<file path="src/rtl/pipeline_hazard_ctrl.sv">
// Pipeline hazard controller: stage enables, flush/bubble sequencing,
// EX operand forwarding, memory-wait watchdog and performance counters.
module pipeline_hazard_ctrl #(
    parameter int FLUSH_CYCLES = 2,
    parameter int TIMEOUT      = 1024,
    parameter int CNT_W        = 32
) (
    input  logic             clk,
    input  logic             rst,
    input  logic [4:0]       id_rs1,
    input  logic [4:0]       id_rs2,
    input  logic             id_uses_rs1,
    input  logic             id_uses_rs2,
    input  logic [4:0]       ex_rs1,
    input  logic [4:0]       ex_rs2,
    input  logic [4:0]       ex_rd,
    input  logic             ex_mem_read,
    input  logic [4:0]       mem_rd,
    input  logic             mem_reg_write,
    input  logic [4:0]       wb_rd,
    input  logic             wb_reg_write,
    input  logic             branch_taken,
    input  logic             mem_busy,
    output logic             pc_en,
    output logic             if_id_en,
    output logic             id_ex_en,
    output logic             ex_mem_en,
    output logic             mem_wb_en,
    output logic             flush_if_id,
    output logic             bubble_ex,
    output logic [1:0]       fwd_a,
    output logic [1:0]       fwd_b,
    output logic             err_timeout,
    output logic [CNT_W-1:0] cnt_cycles,
    output logic [CNT_W-1:0] cnt_stalls,
    output logic [CNT_W-1:0] cnt_flushes
);

    typedef enum logic [1:0] {RUN, FLUSH, MEM_WAIT} state_e;

    localparam int              WD_W       = $clog2(TIMEOUT + 1);
    localparam logic [2:0]      FLUSH_LOAD = 3'(FLUSH_CYCLES - 1);
    localparam logic [WD_W-1:0] WD_MAX     = WD_W'(TIMEOUT);

    state_e           state_q, state_d, eff_state;
    logic [2:0]       fcnt_q, fcnt_d;
    logic [WD_W-1:0]  wd_q, wd_d;
    logic             err_q, err_d;
    logic [CNT_W-1:0] cyc_q, cyc_d, stl_q, stl_d, fls_q, fls_d;
    logic             load_use, stall, take;

    function automatic logic [CNT_W-1:0] sat_inc(input logic [CNT_W-1:0] v,
                                                 input logic en);
        return (en && v != '1) ? v + CNT_W'(1) : v;
    endfunction

    function automatic logic [1:0] fwd_sel(input logic [4:0] rs);
        if (mem_reg_write && mem_rd != 5'd0 && mem_rd == rs)
            return 2'b01;
        else if (wb_reg_write && wb_rd != 5'd0 && wb_rd == rs)
            return 2'b10;
        else
            return 2'b00;
    endfunction

    assign load_use = ex_mem_read && ex_rd != 5'd0 &&
                      ((id_uses_rs1 && id_rs1 == ex_rd) ||
                       (id_uses_rs2 && id_rs2 == ex_rd));

    always_comb begin
        pc_en       = 1'b1;
        if_id_en    = 1'b1;
        id_ex_en    = 1'b1;
        ex_mem_en   = 1'b1;
        mem_wb_en   = 1'b1;
        flush_if_id = 1'b0;
        bubble_ex   = 1'b0;
        fwd_a       = 2'b00;
        fwd_b       = 2'b00;
        state_d     = state_q;
        fcnt_d      = fcnt_q;
        stall       = 1'b0;
        take        = 1'b0;
        // Leaving a freeze resumes whatever the saved flush count implies
        eff_state = state_q;
        if (state_q == MEM_WAIT)
            eff_state = (fcnt_q != 3'd0) ? FLUSH : RUN;
        if (!rst) begin
            fwd_a = fwd_sel(ex_rs1);
            fwd_b = fwd_sel(ex_rs2);
            if (mem_busy) begin
                pc_en     = 1'b0;
                if_id_en  = 1'b0;
                id_ex_en  = 1'b0;
                ex_mem_en = 1'b0;
                mem_wb_en = 1'b0;
                state_d   = MEM_WAIT;
                stall     = 1'b1;
            end else if (branch_taken) begin
                flush_if_id = 1'b1;
                bubble_ex   = 1'b1;
                fcnt_d      = FLUSH_LOAD;
                state_d     = (FLUSH_CYCLES > 1) ? FLUSH : RUN;
                take        = 1'b1;
            end else if (eff_state == FLUSH) begin
                flush_if_id = 1'b1;
                fcnt_d      = fcnt_q - 3'd1;
                state_d     = (fcnt_d == 3'd0) ? RUN : FLUSH;
            end else begin
                state_d = RUN;
                if (load_use) begin
                    pc_en     = 1'b0;
                    if_id_en  = 1'b0;
                    bubble_ex = 1'b1;
                    stall     = 1'b1;
                end
            end
        end
    end

    always_comb begin
        wd_d = '0;
        if (mem_busy)
            wd_d = (wd_q == WD_MAX) ? wd_q : wd_q + WD_W'(1);
        err_d = err_q | (wd_d == WD_MAX);
        cyc_d = sat_inc(cyc_q, 1'b1);
        stl_d = sat_inc(stl_q, stall);
        fls_d = sat_inc(fls_q, take);
    end

    always_ff @(posedge clk) begin
        if (rst) begin
            state_q <= RUN;
            fcnt_q  <= '0;
            wd_q    <= '0;
            err_q   <= 1'b0;
            cyc_q   <= '0;
            stl_q   <= '0;
            fls_q   <= '0;
        end else begin
            state_q <= state_d;
            fcnt_q  <= fcnt_d;
            wd_q    <= wd_d;
            err_q   <= err_d;
            cyc_q   <= cyc_d;
            stl_q   <= stl_d;
            fls_q   <= fls_d;
        end
    end

    assign err_timeout = err_q;
    assign cnt_cycles  = cyc_q;
    assign cnt_stalls  = stl_q;
    assign cnt_flushes = fls_q;

endmodule

</file>
<file path="config.mk">
export PLATFORM = sky130hd
export DESIGN_NAME = pipeline_hazard_ctrl
export DESIGN_NICKNAME = d
export VERILOG_FILES = /design/src/rtl/pipeline_hazard_ctrl.sv
export SDC_FILE = /design/constraint.sdc
export NUM_CORES = 1
export LEC_CHECK = 0
export BUFFER_PORTS_ARGS = -buffer_cell sky130_fd_sc_hd__buf_2
export CELL_PAD_IN_SITES_DETAIL_PLACEMENT = 1
export CELL_PAD_IN_SITES_GLOBAL_PLACEMENT = 2
export CORE_MARGIN = 4
export CORE_UTILIZATION = 33
export DETAILED_ROUTE_END_ITERATION = 16
export PLACE_DENSITY_LB_ADDON = 0.12
export SYNTH_ARGS = -nofsm -noshare
export SYNTH_HDL_FRONTEND = slang
export SYNTH_SLANG_ARGS = --single-unit
</file>
<file path="constraint.sdc">
create_clock -name clk -period 3.26 [get_ports clk]
set_clock_uncertainty 0.05 [all_clocks]
set_input_delay 0.326 -clock clk [delete_from_list [all_inputs] [get_ports clk]]
set_output_delay 0.326 -clock clk [all_outputs]
set_load 0.1 [all_outputs]
</file>
==> results of run 1 <==
## cells in the mapped netlist, drive strengths merged, types with 21 or more instances
cell type,instances
inv,21
or3,23
dfxtp,113
nand3,49
nand2,52
o21ai,24
nor3,31
xnor2,60
nand4,36
a21oi,28
nor2,102
xor2,37
## flip-flops by register name, summed over array words and instances (netlist names)
register and count:
cnt_cycles 32, state_q 2, cnt_flushes 32, cnt_stalls 32, err_timeout 1, wd_q 11
fcnt_q 3
## where the power goes
part	switching (mW)	internal, mW	total, mW
Clock	0.660	1.35	2.01
Combinational	0.182	0.0753	0.257
Sequential	0.00993	1.39	1.40
## through the flow
stage / setup slack, ps / hold WS, ps / util [%]
5_1_grt: 252 / 114 / 43.7
3_3_place_gp: 584 / 419 / 40.1
6_report: 452 / 112 / 43.7
4_1_cts: 456 / 99.3 / 43.7
2_1_floorplan: -733 / 400 / -
3_5_place_dp: 494 / 429 / 40.1
## logic make-up (layout without fill, tap and decap cells)
| logic type | after synthesis | count (layout) | share of synthesized area (%) |
|---|---|---|---|
| flip-flops | 113 | 113 | 38.0 |
| AO/OA/AOI/OAI | 82 | 82 | 8.33 |
| adder cells (fa/ha/maj) | 8 | 8 | 1.68 |
| buffers and inverters | 45 | 212 | 3.24 |
| XOR/XNOR | 97 | 97 | 14.3 |
| AND/OR/NAND/NOR | 378 | 378 | 33.2 |
| multiplexers | 7 | 7 | 1.24 |
## path summary, 6_finish.rpt
path | end | slack (ps) | cells after the start
hold / removal | state_q[1] | 110 | 2
hold reg to reg | err_timeout | 430 | 2
setup reg to reg | cnt_stalls[28] | 450 | 6
setup / recovery | cnt_stalls[28] | 450 | 6
## critical path, cell delays in order, from the launching register on
cell                      delay, ps
sky130_fd_sc_hd__dfxtp_1        430
sky130_fd_sc_hd__nand4_1        330
sky130_fd_sc_hd__nor3_1         540
sky130_fd_sc_hd__nor3b_1        420
sky130_fd_sc_hd__nand4_1        300
sky130_fd_sc_hd__nor3_1         260
sky130_fd_sc_hd__mux2_2         360
## metal layers
metal	global-route usage [%]	up-vias	wire length [um]
li1	-	2909	-
met1	23.2	2875	8410
met2	31.5	146	8920
met3	5.38	18	1130
met4	4.55	0	182
met5	0	-	0
## cell type report
cell class / instances / area share [%]
clock buffer: 22 / 6.34
clock inverter: 9 / 2.01
inverter: 21 / 1.03
multi-input combinational: 572 / 46.1
sequential: 113 / 29.6
tap: 225 / 3.69
timing repair buffer: 160 / 11.2
==> flow_summary.html, run 1 <==
<table>
<tr><th>Metric</th><th>Value</th></tr>
<tr><th colspan="2">Outcome</th></tr>
<tr><td>Outcome</td><td>completed</td></tr>
<tr><th colspan="2">Layout</th></tr>
<tr><td>Ratio of cells with drive above 1 in the final layout</td><td>23.5%</td></tr>
<tr><td>Fin area</td><td>7640 um2</td></tr>
<tr><td>Sequential cell area</td><td>2260 um2</td></tr>
<tr><td>Antenna cell count</td><td>0</td></tr>
<tr><td>Most common library cell in the layout ignoring fill and taps</td><td>sky130_fd_sc_hd__buf_2</td></tr>
<tr><td>Most frequent cells in the layout</td><td>sky130_fd_sc_hd__buf_2, sky130_fd_sc_hd__dfxtp_1, sky130_fd_sc_hd__nor2_1</td></tr>
<tr><td>Layout net count</td><td>937</td></tr>
<tr><td>Area overhead of the layout relative to synthesis</td><td>28.4%</td></tr>
<tr><td>Number of filler instances in the final layout</td><td>2158</td></tr>
<tr><td>Footprint of the multi-input gates</td><td>3520 um2</td></tr>
<tr><td>Post-route insts no fill</td><td>1122</td></tr>
<tr><th colspan="2">Logic synthesis</th></tr>
<tr><td>Proportion of synthesized chip area in sequential cells</td><td>38.0%</td></tr>
<tr><td>Library cells used by synthesis</td><td>50</td></tr>
<tr><td>Cell taking the most area after synthesis</td><td>sky130_fd_sc_hd__dfxtp_1</td></tr>
<tr><td>Synthesis Warnings</td><td>0</td></tr>
<tr><td>Cells taking the most area after synthesis</td><td>sky130_fd_sc_hd__dfxtp_1, sky130_fd_sc_hd__xnor2_1, sky130_fd_sc_hd__nor2_1</td></tr>
<tr><td>Number of synthesized flops with an enable pin</td><td>0</td></tr>
<tr><td>Netlist area before placement</td><td>5950 um2</td></tr>
<tr><td>Post-Synthesis Net Count</td><td>782</td></tr>
<tr><td>Avg Inst Size Synth</td><td>8.15 um2</td></tr>
<tr><td>Flops &amp; latches, synth</td><td>113</td></tr>
<tr><td>Area fraction of the dominant cell type after synthesis</td><td>38.0%</td></tr>
<tr><td>Predominant post-synthesis flop cell</td><td>sky130_fd_sc_hd__dfxtp_1</td></tr>
<tr><td>Asr flop ratio synth</td><td>0%</td></tr>
<tr><td>Post-synthesis instance total</td><td>730</td></tr>
<tr><th colspan="2">Clock network</th></tr>
<tr><td>CTS Buf Count</td><td>17</td></tr>
<tr><td>Clock insertion delay at the later pin of the skew report</td><td>410 ps</td></tr>
<tr><td>CTS H-tree depth</td><td>4</td></tr>
<tr><td>CTS Sinks</td><td>113</td></tr>
<tr><td>Worst-path clk slew</td><td>50 ps</td></tr>
<tr><td>Setup bufs post-CTS</td><td>0</td></tr>
<tr><td>Quantity of hold-fixing buffers added after cts</td><td>0</td></tr>
<tr><td>CTS tree</td><td>yes</td></tr>
<tr><td>Number of buffers between clock root and the deepest sink</td><td>2</td></tr>
<tr><td>Root Driver</td><td>sky130_fd_sc_hd__clkbuf_16</td></tr>
<tr><td>Number of resized instances in the post-cts repair step</td><td>0</td></tr>
<tr><th colspan="2">Place</th></tr>
<tr><td>IO buf count</td><td>151</td></tr>
<tr><td>Inst Count DP</td><td>1091</td></tr>
<tr><td>Cell area after placement</td><td>7000 um2</td></tr>
<tr><td>Final weighted congestion in routability-driven placement</td><td>0.807</td></tr>
<tr><td>HPWL after DPL</td><td>14000 um</td></tr>
<tr><th colspan="2">Floorplan</th></tr>
<tr><td>Die span in x</td><td>142 um</td></tr>
<tr><td>Die area</td><td>20200 um2</td></tr>
<tr><td>Row count</td><td>48</td></tr>
<tr><td>Chip height</td><td>142 um</td></tr>
<tr><td>Effective utilization at floorplan</td><td>34.0%</td></tr>
<tr><td>Core Area</td><td>17500 um2</td></tr>
<tr><td>Number of I/O pins</td><td>152</td></tr>
<tr><th colspan="2">Routing</th></tr>
<tr><td>Overall via count from detail_route</td><td>5948</td></tr>
<tr><td>Routed Wire Length</td><td>18600 um</td></tr>
<tr><td>Post-route ant nets</td><td>0</td></tr>
<tr><td>Routed via count divided by cell count</td><td>5.30</td></tr>
<tr><td>Routed wire per std cell</td><td>16.6 um</td></tr>
<tr><td>DRC violation total after the first TritonRoute iteration</td><td>257</td></tr>
<tr><td>Drt first pass iters</td><td>4</td></tr>
<tr><td># DRC</td><td>0</td></tr>
<tr><th colspan="2">GRT</th></tr>
<tr><td>Initial antenna violation count</td><td>0</td></tr>
<tr><td>First-pass GRT wire length</td><td>30800 um</td></tr>
<tr><td>Pin count of the biggest net entering global routing</td><td>61</td></tr>
<tr><td>Total gr overflow</td><td>0</td></tr>
<tr><td>Number of global-route vias before repair</td><td>6164</td></tr>
<tr><td>Overall global routing resource usage</td><td>18.5%</td></tr>
<tr><th colspan="2">STA</th></tr>
<tr><td>Actual transition at the worst max-transition pin</td><td>846 ps</td></tr>
<tr><td>Finish-stage setup viols</td><td>0</td></tr>
<tr><td>RSZ-0062 raised after global routing</td><td>false</td></tr>
<tr><td>Max-slew headroom at the worst pin</td><td>42.8%</td></tr>
<tr><td>Final critical-path required period</td><td>2810 ps</td></tr>
<tr><td>Final count of hold timing violations</td><td>0</td></tr>
<tr><td>Final Slew Violations</td><td>0</td></tr>
<tr><td>Fmax achieved</td><td>356 MHz</td></tr>
<tr><td>Post-route setup TNS</td><td>0 ps</td></tr>
<tr><td>Period utilisation layout</td><td>86.1%</td></tr>
<tr><th colspan="2">Worst setup path</th></tr>
<tr><td>Start of the worst register-to-register path</td><td>cnt_stalls[4]</td></tr>
<tr><td>Critical Path Start Type</td><td>register</td></tr>
<tr><td>Category of the critical setup timing path</td><td>reg2reg</td></tr>
<tr><td>Critical path fanouts, max</td><td>9</td></tr>
<tr><td>Required arrival time at the worst endpoint</td><td>3510 ps</td></tr>
<tr><td>Worst Path Arrival</td><td>3060 ps</td></tr>
<tr><td>Crit path capture type</td><td>register</td></tr>
<tr><td>Launch point of the worst path</td><td>cnt_stalls[4]</td></tr>
<tr><th colspan="2">Pwr</th></tr>
<tr><td>Max rail drop VDD</td><td>0.000369 V</td></tr>
<tr><td>Power after layout</td><td>3.67 mW</td></tr>
<tr><td>Standby leakage power</td><td>2.92 nW</td></tr>
<tr><td>Ratio of total power to cell area</td><td>481 nW/um2</td></tr>
<tr><th colspan="2">Run</th></tr>
<tr><td>Number of maximum-capacitance violations</td><td>0</td></tr>
<tr><th colspan="2">Min path</th></tr>
<tr><td>Classification of the worst-slack hold path</td><td>in2reg</td></tr>
<tr><td>Startpoint of the lowest-slack hold path</td><td>rst</td></tr>
</table>
No activity file was read; power rests on OpenSTA's default activity.
==> run 2: changes to the inputs <==
- BUFFER_PORTS_ARGS: -buffer_cell sky130_fd_sc_hd__buf_2 -> -buffer_cell sky130_fd_sc_hd__clkbuf_2
- CORE_MARGIN: 4 -> not set
- CTS_CLUSTER_DIAMETER: not set -> 100
==> flow_summary.html, run 2 (same netlist as run 1, synthesis figures left out) <==
<table>
<tr><th>Metric</th><th>Value</th></tr>
<tr><th colspan="2">STA</th></tr>
<tr><td>Post-layout worst setup margin</td><td>330 ps (was 452 ps)</td></tr>
<tr><td>RSZ-0062 raised after global routing</td><td>false (unchanged)</td></tr>
<tr><td>Final Slew Violations</td><td>0 (unchanged)</td></tr>
<tr><td>Final critical-path required period</td><td>2930 ps (was 2810 ps)</td></tr>
<tr><td>Max-slew headroom at the worst pin</td><td>41.4% (was 42.8%)</td></tr>
<tr><td>Period utilisation layout</td><td>89.9% (was 86.1%)</td></tr>
<tr><td>Final count of hold timing violations</td><td>0 (unchanged)</td></tr>
<tr><td>Finish-stage setup viols</td><td>0 (unchanged)</td></tr>
<tr><td>Fmax achieved</td><td>341 MHz (was 356 MHz)</td></tr>
<tr><td>Final hold slack</td><td>177 ps (was 112 ps)</td></tr>
<tr><td>Actual transition at the worst max-transition pin</td><td>867 ps (was 846 ps)</td></tr>
<tr><th colspan="2">Place</th></tr>
<tr><td>Pre-CTS setup slack</td><td>354 ps (was 494 ps)</td></tr>
<tr><td>IO buf count</td><td>151 (unchanged)</td></tr>
<tr><td>Cell area after placement</td><td>7000 um2 (unchanged)</td></tr>
<tr><td>Inst Count DP</td><td>1091 (unchanged)</td></tr>
<tr><td>HPWL after DPL</td><td>13400 um (was 14000 um)</td></tr>
<tr><td>Final weighted congestion in routability-driven placement</td><td>0.777 (was 0.807)</td></tr>
<tr><th colspan="2">Floorplan</th></tr>
<tr><td>Die area</td><td>18600 um2 (was 20200 um2)</td></tr>
<tr><td>Row count</td><td>48 (unchanged)</td></tr>
<tr><td>Die span in x</td><td>136 um (was 142 um)</td></tr>
<tr><td>Chip height</td><td>136 um (was 142 um)</td></tr>
<tr><td>Number of I/O pins</td><td>152 (unchanged)</td></tr>
<tr><td>Effective utilization at floorplan</td><td>34.0% (unchanged)</td></tr>
<tr><td>Core Area</td><td>17500 um2 (unchanged)</td></tr>
<tr><th colspan="2">Layout</th></tr>
<tr><td>Layout net count</td><td>937 (unchanged)</td></tr>
<tr><td>Core Util, Final</td><td>43.1% (was 43.7%)</td></tr>
<tr><td>Most common library cell in the layout ignoring fill and taps</td><td>sky130_fd_sc_hd__clkbuf_2 (was sky130_fd_sc_hd__buf_2)</td></tr>
<tr><td>Number of filler instances in the final layout</td><td>2144 (was 2158)</td></tr>
<tr><td>Most frequent cells in the layout</td><td>sky130_fd_sc_hd__clkbuf_2, sky130_fd_sc_hd__dfxtp_1, sky130_fd_sc_hd__nor2_1 (was sky130_fd_sc_hd__buf_2, sky130_fd_sc_hd__dfxtp_1, sky130_fd_sc_hd__nor2_1)</td></tr>
<tr><td>Footprint of the multi-input gates</td><td>3520 um2 (unchanged)</td></tr>
<tr><td>Area overhead of the layout relative to synthesis</td><td>26.5% (was 28.4%)</td></tr>
<tr><td>Fin area</td><td>7520 um2 (was 7640 um2)</td></tr>
<tr><td>Ratio of cells with drive above 1 in the final layout</td><td>23.2% (was 23.5%)</td></tr>
<tr><td>Post-route insts no fill</td><td>1121 (was 1122)</td></tr>
<tr><td>Antenna cell count</td><td>0 (unchanged)</td></tr>
<tr><td>Sequential cell area</td><td>2260 um2 (unchanged)</td></tr>
<tr><th colspan="2">GRT</th></tr>
<tr><td>Pin count of the biggest net entering global routing</td><td>58 (was 61)</td></tr>
<tr><td>Total gr overflow</td><td>0 (unchanged)</td></tr>
<tr><td>Number of global-route vias before repair</td><td>5864 (was 6164)</td></tr>
<tr><td>Initial antenna violation count</td><td>0 (unchanged)</td></tr>
<tr><td>First-pass GRT wire length</td><td>29400 um (was 30800 um)</td></tr>
<tr><td>Overall global routing resource usage</td><td>20.0% (was 18.5%)</td></tr>
<tr><th colspan="2">Routing</th></tr>
<tr><td>Routed via count divided by cell count</td><td>5.22 (was 5.30)</td></tr>
<tr><td>DRC violation total after the first TritonRoute iteration</td><td>228 (was 257)</td></tr>
<tr><td>Post-route ant nets</td><td>0 (unchanged)</td></tr>
<tr><td>Wl on met1</td><td>8410 um (about the same)</td></tr>
<tr><td>Overall via count from detail_route</td><td>5850 (was 5948)</td></tr>
<tr><td>Highest metal layer with signal wires</td><td>met4 (unchanged)</td></tr>
<tr><td># DRC</td><td>0 (unchanged)</td></tr>
<tr><td>Routed wire per std cell</td><td>16.1 um (was 16.6 um)</td></tr>
<tr><td>Met3 WL</td><td>955 um (was 1130 um)</td></tr>
<tr><td>Drt first pass iters</td><td>4 (unchanged)</td></tr>
<tr><td>Routed Wire Length</td><td>18000 um (was 18600 um)</td></tr>
<tr><td>Detailed-routed wire length on met2</td><td>8470 um (was 8920 um)</td></tr>
<tr><th colspan="2">Clock network</th></tr>
<tr><td>Number of buffers between clock root and the deepest sink</td><td>2 (unchanged)</td></tr>
<tr><td>Worst-path clk slew</td><td>50 ps (about the same)</td></tr>
<tr><td>Root Driver</td><td>sky130_fd_sc_hd__clkbuf_16 (unchanged)</td></tr>
<tr><td>CTS H-tree depth</td><td>4 (unchanged)</td></tr>
<tr><td>Clock insertion delay at the later pin of the skew report</td><td>410 ps (about the same)</td></tr>
<tr><td>CTS Buf Count</td><td>17 (unchanged)</td></tr>
<tr><td>CTS tree</td><td>yes (unchanged)</td></tr>
<tr><td>Setup bufs post-CTS</td><td>0 (unchanged)</td></tr>
<tr><td>CTS Sinks</td><td>113 (unchanged)</td></tr>
<tr><td>Number of resized instances in the post-cts repair step</td><td>0 (unchanged)</td></tr>
<tr><td>Quantity of hold-fixing buffers added after cts</td><td>0 (unchanged)</td></tr>
<tr><th colspan="2">Worst setup path</th></tr>
<tr><td>Worst Path Arrival</td><td>3220 ps (was 3060 ps)</td></tr>
<tr><td>Category of the critical setup timing path</td><td>reg2reg (unchanged)</td></tr>
<tr><td>Required arrival time at the worst endpoint</td><td>3550 ps (was 3510 ps)</td></tr>
<tr><td>Crit path capture type</td><td>register (unchanged)</td></tr>
<tr><td>Critical Path Start Type</td><td>register (unchanged)</td></tr>
<tr><td>Critical path fanouts, max</td><td>17 (was 9)</td></tr>
<tr><th colspan="2">Pwr</th></tr>
<tr><td>Ratio of total power to cell area</td><td>441 nW/um2 (was 481 nW/um2)</td></tr>
<tr><td>Max rail drop VDD</td><td>0.000371 V (was 0.000369 V)</td></tr>
<tr><td>Standby leakage power</td><td>2.79 nW (was 2.92 nW)</td></tr>
<tr><th colspan="2">Outcome</th></tr>
<tr><td>Outcome</td><td>completed (unchanged)</td></tr>
<tr><th colspan="2">Run</th></tr>
<tr><td>Number of maximum-capacitance violations</td><td>0 (unchanged)</td></tr>
<tr><th colspan="2">Min path</th></tr>
<tr><td>Classification of the worst-slack hold path</td><td>in2reg (unchanged)</td></tr>
</table>
run 2: cell types whose count changed in the layout (fill, tap and decap cells not counted):
cell                         delta
sky130_fd_sc_hd__clkinvlp_4     -1
sky130_fd_sc_hd__bufinv_16      -4
sky130_fd_sc_hd__clkbuf_2     +148
sky130_fd_sc_hd__clkinv_2       +3
sky130_fd_sc_hd__clkbuf_1       +2
sky130_fd_sc_hd__buf_2        -148
sky130_fd_sc_hd__clkinv_4       -1
run 2: critical path: stages (launching register included):
cell and delay [ps]:
sky130_fd_sc_hd__dfxtp_1 310, sky130_fd_sc_hd__inv_1 90, sky130_fd_sc_hd__ha_1 160, sky130_fd_sc_hd__ha_1 130, sky130_fd_sc_hd__nor3b_1 50, sky130_fd_sc_hd__nor3_1 400, sky130_fd_sc_hd__a31o_2 310, sky130_fd_sc_hd__nand4_1 530
sky130_fd_sc_hd__or4_1 670, sky130_fd_sc_hd__a21oi_1 150
run 2: path summary, 6_finish.rpt:
check                from             end  slack [ps]  depth (start not counted)
max             fcnt_q[0]  cnt_stalls[27]         330                          9
min          branch_taken      state_q[0]         180                          2
min reg2reg   err_timeout     err_timeout         430                          2
max reg2reg     fcnt_q[0]  cnt_stalls[27]         330                          9
run 2: cell type report:
class                   count  area share [%]
flip-flops and latches    113            30.1
repair buffers            160            11.4
clock inverters             6           0.432
well taps                 225            3.74
clock buffers              24            6.53
multi-input cells         572            46.8
inverters                  21            1.05
run 2: metal layers:
| metal | vias to the layer above | track usage (%) |
|---|---|---|
| met5 | - | 0 |
| li1 | 2903 | - |
| met4 | 0 | 6.30 |
| met2 | 124 | 33.0 |
| met3 | 17 | 5.44 |
| met1 | 2806 | 25.0 |
run 2: stage by stage:
step	power [mW]	TNS, ps
6_report	3.32	0
5_1_grt	3.46	0
4_1_cts	3.37	0
3_5_place_dp	1.69	0
3_3_place_gp	1.68	0
2_1_floorplan	1.61	-1770
run 2: power by group:
| group | leakage, nW | total, mW | internal (mW) | switching (mW) |
|---|---|---|---|---|
| Sequential | 0.912 | 1.40 | 1.39 | 0.0104 |
| Combinational | 1.62 | 0.257 | 0.0755 | 0.182 |
| Clock | 0.261 | 1.66 | 1.03 | 0.629 |
| Total | 2.79 | 3.32 | 2.50 | 0.821 |
==> run 3: changes to the inputs <==
- PLACE_DENSITY: not set -> 0.91
- PLACE_DENSITY_LB_ADDON: 0.12 -> not set
==> flow_summary.html, run 3 (same netlist as run 1, synthesis figures left out) <==
<table>
<tr><th>Metric</th><th>Value</th></tr>
<tr><th colspan="2">Outcome</th></tr>
<tr><td>Outcome</td><td>completed (unchanged)</td></tr>
<tr><th colspan="2">Place</th></tr>
<tr><td>IO buf count</td><td>151 (unchanged)</td></tr>
<tr><td>HPWL after DPL</td><td>12800 um (was 13400 um)</td></tr>
<tr><td>Pre-CTS setup slack</td><td>335 ps (was 354 ps)</td></tr>
<tr><td>Final weighted congestion in routability-driven placement</td><td>0.776 (was 0.777)</td></tr>
<tr><th colspan="2">Clock network</th></tr>
<tr><td>CTS tree</td><td>yes (unchanged)</td></tr>
<tr><td>Setup bufs post-CTS</td><td>0 (unchanged)</td></tr>
<tr><td>Number of buffers between clock root and the deepest sink</td><td>2 (unchanged)</td></tr>
<tr><td>CTS H-tree depth</td><td>4 (unchanged)</td></tr>
<tr><td>Clock insertion delay at the later pin of the skew report</td><td>420 ps (was 410 ps)</td></tr>
<tr><td>Worst-path clk slew</td><td>60 ps (was 50 ps)</td></tr>
<tr><td>Root Driver</td><td>sky130_fd_sc_hd__clkbuf_16 (unchanged)</td></tr>
<tr><td>Quantity of hold-fixing buffers added after cts</td><td>0 (unchanged)</td></tr>
<tr><td>Number of resized instances in the post-cts repair step</td><td>0 (unchanged)</td></tr>
<tr><td>CTS Buf Count</td><td>17 (unchanged)</td></tr>
<tr><td>CTS Sinks</td><td>113 (unchanged)</td></tr>
<tr><th colspan="2">Pwr</th></tr>
<tr><td>Power after layout</td><td>3.86 mW (was 3.32 mW)</td></tr>
<tr><td>Max rail drop VDD</td><td>0.000381 V (was 0.000371 V)</td></tr>
<tr><td>Standby leakage power</td><td>2.85 nW (was 2.79 nW)</td></tr>
<tr><td>Ratio of total power to cell area</td><td>502 nW/um2 (was 441 nW/um2)</td></tr>
<tr><th colspan="2">Layout</th></tr>
<tr><td>Most frequent cells in the layout</td><td>sky130_fd_sc_hd__clkbuf_2, sky130_fd_sc_hd__dfxtp_1, sky130_fd_sc_hd__nor2_1 (unchanged)</td></tr>
<tr><td>Area overhead of the layout relative to synthesis</td><td>29.2% (was 26.5%)</td></tr>
<tr><td>Ratio of cells with drive above 1 in the final layout</td><td>23.7% (was 23.2%)</td></tr>
<tr><td>Number of filler instances in the final layout</td><td>2130 (was 2144)</td></tr>
<tr><td>Layout net count</td><td>935 (was 937)</td></tr>
<tr><td>Most common library cell in the layout ignoring fill and taps</td><td>sky130_fd_sc_hd__clkbuf_2 (unchanged)</td></tr>
<tr><td>Antenna cell count</td><td>0 (unchanged)</td></tr>
<tr><th colspan="2">GRT</th></tr>
<tr><td>Total gr overflow</td><td>0 (unchanged)</td></tr>
<tr><td>Initial antenna violation count</td><td>0 (unchanged)</td></tr>
<tr><td>Number of global-route vias before repair</td><td>5652 (was 5864)</td></tr>
<tr><td>First-pass GRT wire length</td><td>28800 um (was 29400 um)</td></tr>
<tr><td>Overall global routing resource usage</td><td>19.6% (was 20.0%)</td></tr>
<tr><td>Pin count of the biggest net entering global routing</td><td>73 (was 58)</td></tr>
<tr><th colspan="2">STA</th></tr>
<tr><td>RSZ-0062 raised after global routing</td><td>false (unchanged)</td></tr>
<tr><td>Final Slew Violations</td><td>0 (unchanged)</td></tr>
<tr><td>Period utilisation layout</td><td>91.9% (was 89.9%)</td></tr>
<tr><td>Max-slew headroom at the worst pin</td><td>38.3% (was 41.4%)</td></tr>
<tr><td>Finish-stage setup viols</td><td>0 (unchanged)</td></tr>
<tr><td>Actual transition at the worst max-transition pin</td><td>917 ps (was 867 ps)</td></tr>
<tr><td>Final critical-path required period</td><td>3000 ps (was 2930 ps)</td></tr>
<tr><td>Final count of hold timing violations</td><td>0 (unchanged)</td></tr>
<tr><td>Post-layout worst setup margin</td><td>265 ps (was 330 ps)</td></tr>
<tr><td>Fmax achieved</td><td>334 MHz (was 341 MHz)</td></tr>
<tr><th colspan="2">Floorplan</th></tr>
<tr><td>Effective utilization at floorplan</td><td>34.0% (unchanged)</td></tr>
<tr><td>Die span in x</td><td>136 um (unchanged)</td></tr>
<tr><td>Chip height</td><td>136 um (unchanged)</td></tr>
<tr><td>Die area</td><td>18600 um2 (unchanged)</td></tr>
<tr><td>Row count</td><td>48 (unchanged)</td></tr>
<tr><td>Core Area</td><td>17500 um2 (unchanged)</td></tr>
<tr><td>Number of I/O pins</td><td>152 (unchanged)</td></tr>
<tr><th colspan="2">Worst setup path</th></tr>
<tr><td>Required arrival time at the worst endpoint</td><td>3550 ps (about the same)</td></tr>
<tr><td>Critical Path Start Type</td><td>register (unchanged)</td></tr>
<tr><td>Category of the critical setup timing path</td><td>reg2reg (unchanged)</td></tr>
<tr><td>Critical path fanouts, max</td><td>17 (unchanged)</td></tr>
<tr><td>Crit path capture type</td><td>register (unchanged)</td></tr>
<tr><td>Worst Path Arrival</td><td>3280 ps (was 3220 ps)</td></tr>
<tr><th colspan="2">Run</th></tr>
<tr><td>Number of maximum-capacitance violations</td><td>0 (unchanged)</td></tr>
<tr><th colspan="2">Routing</th></tr>
<tr><td>Routed wire per std cell</td><td>15.7 um (was 16.1 um)</td></tr>
<tr><td>DRC violation total after the first TritonRoute iteration</td><td>240 (was 228)</td></tr>
<tr><td>Routed via count divided by cell count</td><td>5.26 (was 5.22)</td></tr>
<tr><td>Overall via count from detail_route</td><td>5901 (was 5850)</td></tr>
<tr><td>Routed Wire Length</td><td>17500 um (was 18000 um)</td></tr>
<tr><td>Post-route ant nets</td><td>0 (unchanged)</td></tr>
<tr><td>Drt first pass iters</td><td>4 (unchanged)</td></tr>
<tr><td># DRC</td><td>0 (unchanged)</td></tr>
<tr><th colspan="2">Min path</th></tr>
<tr><td>Classification of the worst-slack hold path</td><td>in2reg (unchanged)</td></tr>
</table>
-- run 3: power by group --
part / internal [mW] / switching (mW) / total [mW] / leakage [nW]
clock: 1.53 / 0.680 / 2.21 / 0.329
sequential: 1.39 / 0.0102 / 1.40 / 0.912
combinational: 0.0748 / 0.179 / 0.254 / 1.61
total: 2.99 / 0.870 / 3.86 / 2.85
-- run 3: routing by layer --
layer / vias to the layer above / wire [um] / track usage, %
li1: 2915 / - / -
met1: 2824 / 8400 / 26.2
met2: 139 / 8000 / 30.2
met3: 23 / 821 / 4.51
met4: 0 / 321 / 7.90
met5: - / 0 / 0
-- run 3: worst paths after layout --
path	startpoint	end	slack [ps]	depth (start not counted)
setup / recovery	fcnt_q[0]	cnt_stalls[27]	260	9
hold / removal	rst	state_q[1]	100	2
setup reg to reg	fcnt_q[0]	cnt_stalls[27]	260	9
hold reg to reg	err_timeout	err_timeout	440	2
-- run 3: per-stage QoR --
stage | instance area [um2] | hold WS (ps) | setup TNS, ps | utilization [%] | cells
CTS | 7690 | 88.8 | 0 | 44.0 | 1121
global route | 7690 | 104 | 0 | 44.0 | 1121
detailed placement | 6990 | 433 | 0 | 40.0 | 1089
finish | 7690 | 105 | 0 | 44.0 | 1121
global placement | 6990 | 419 | 0 | 40.0 | 1089
floorplan | 5980 | 400 | -1770 | - | 730
-- run 3: area by class of cell --
cell class,count,area [um2],share of cell area [%]
clock buffer,18,439,5.71
multi-input combinational,572,3530,45.9
tap,225,282,3.66
sequential,113,2260,29.4
inverter,21,78.8,1.03
clock inverter,14,259,3.37
timing repair buffer,158,841,10.9
-- run 3: critical path, cell delays in order (launching register included) --
cell and delay, ps:
sky130_fd_sc_hd__dfxtp_1 310, sky130_fd_sc_hd__inv_1 90, sky130_fd_sc_hd__ha_1 160, sky130_fd_sc_hd__ha_1 150
sky130_fd_sc_hd__nor3b_1 60, sky130_fd_sc_hd__nor3_1 420, sky130_fd_sc_hd__a31o_2 330, sky130_fd_sc_hd__nand4_1 530
sky130_fd_sc_hd__or4_1 660, sky130_fd_sc_hd__a21oi_1 160
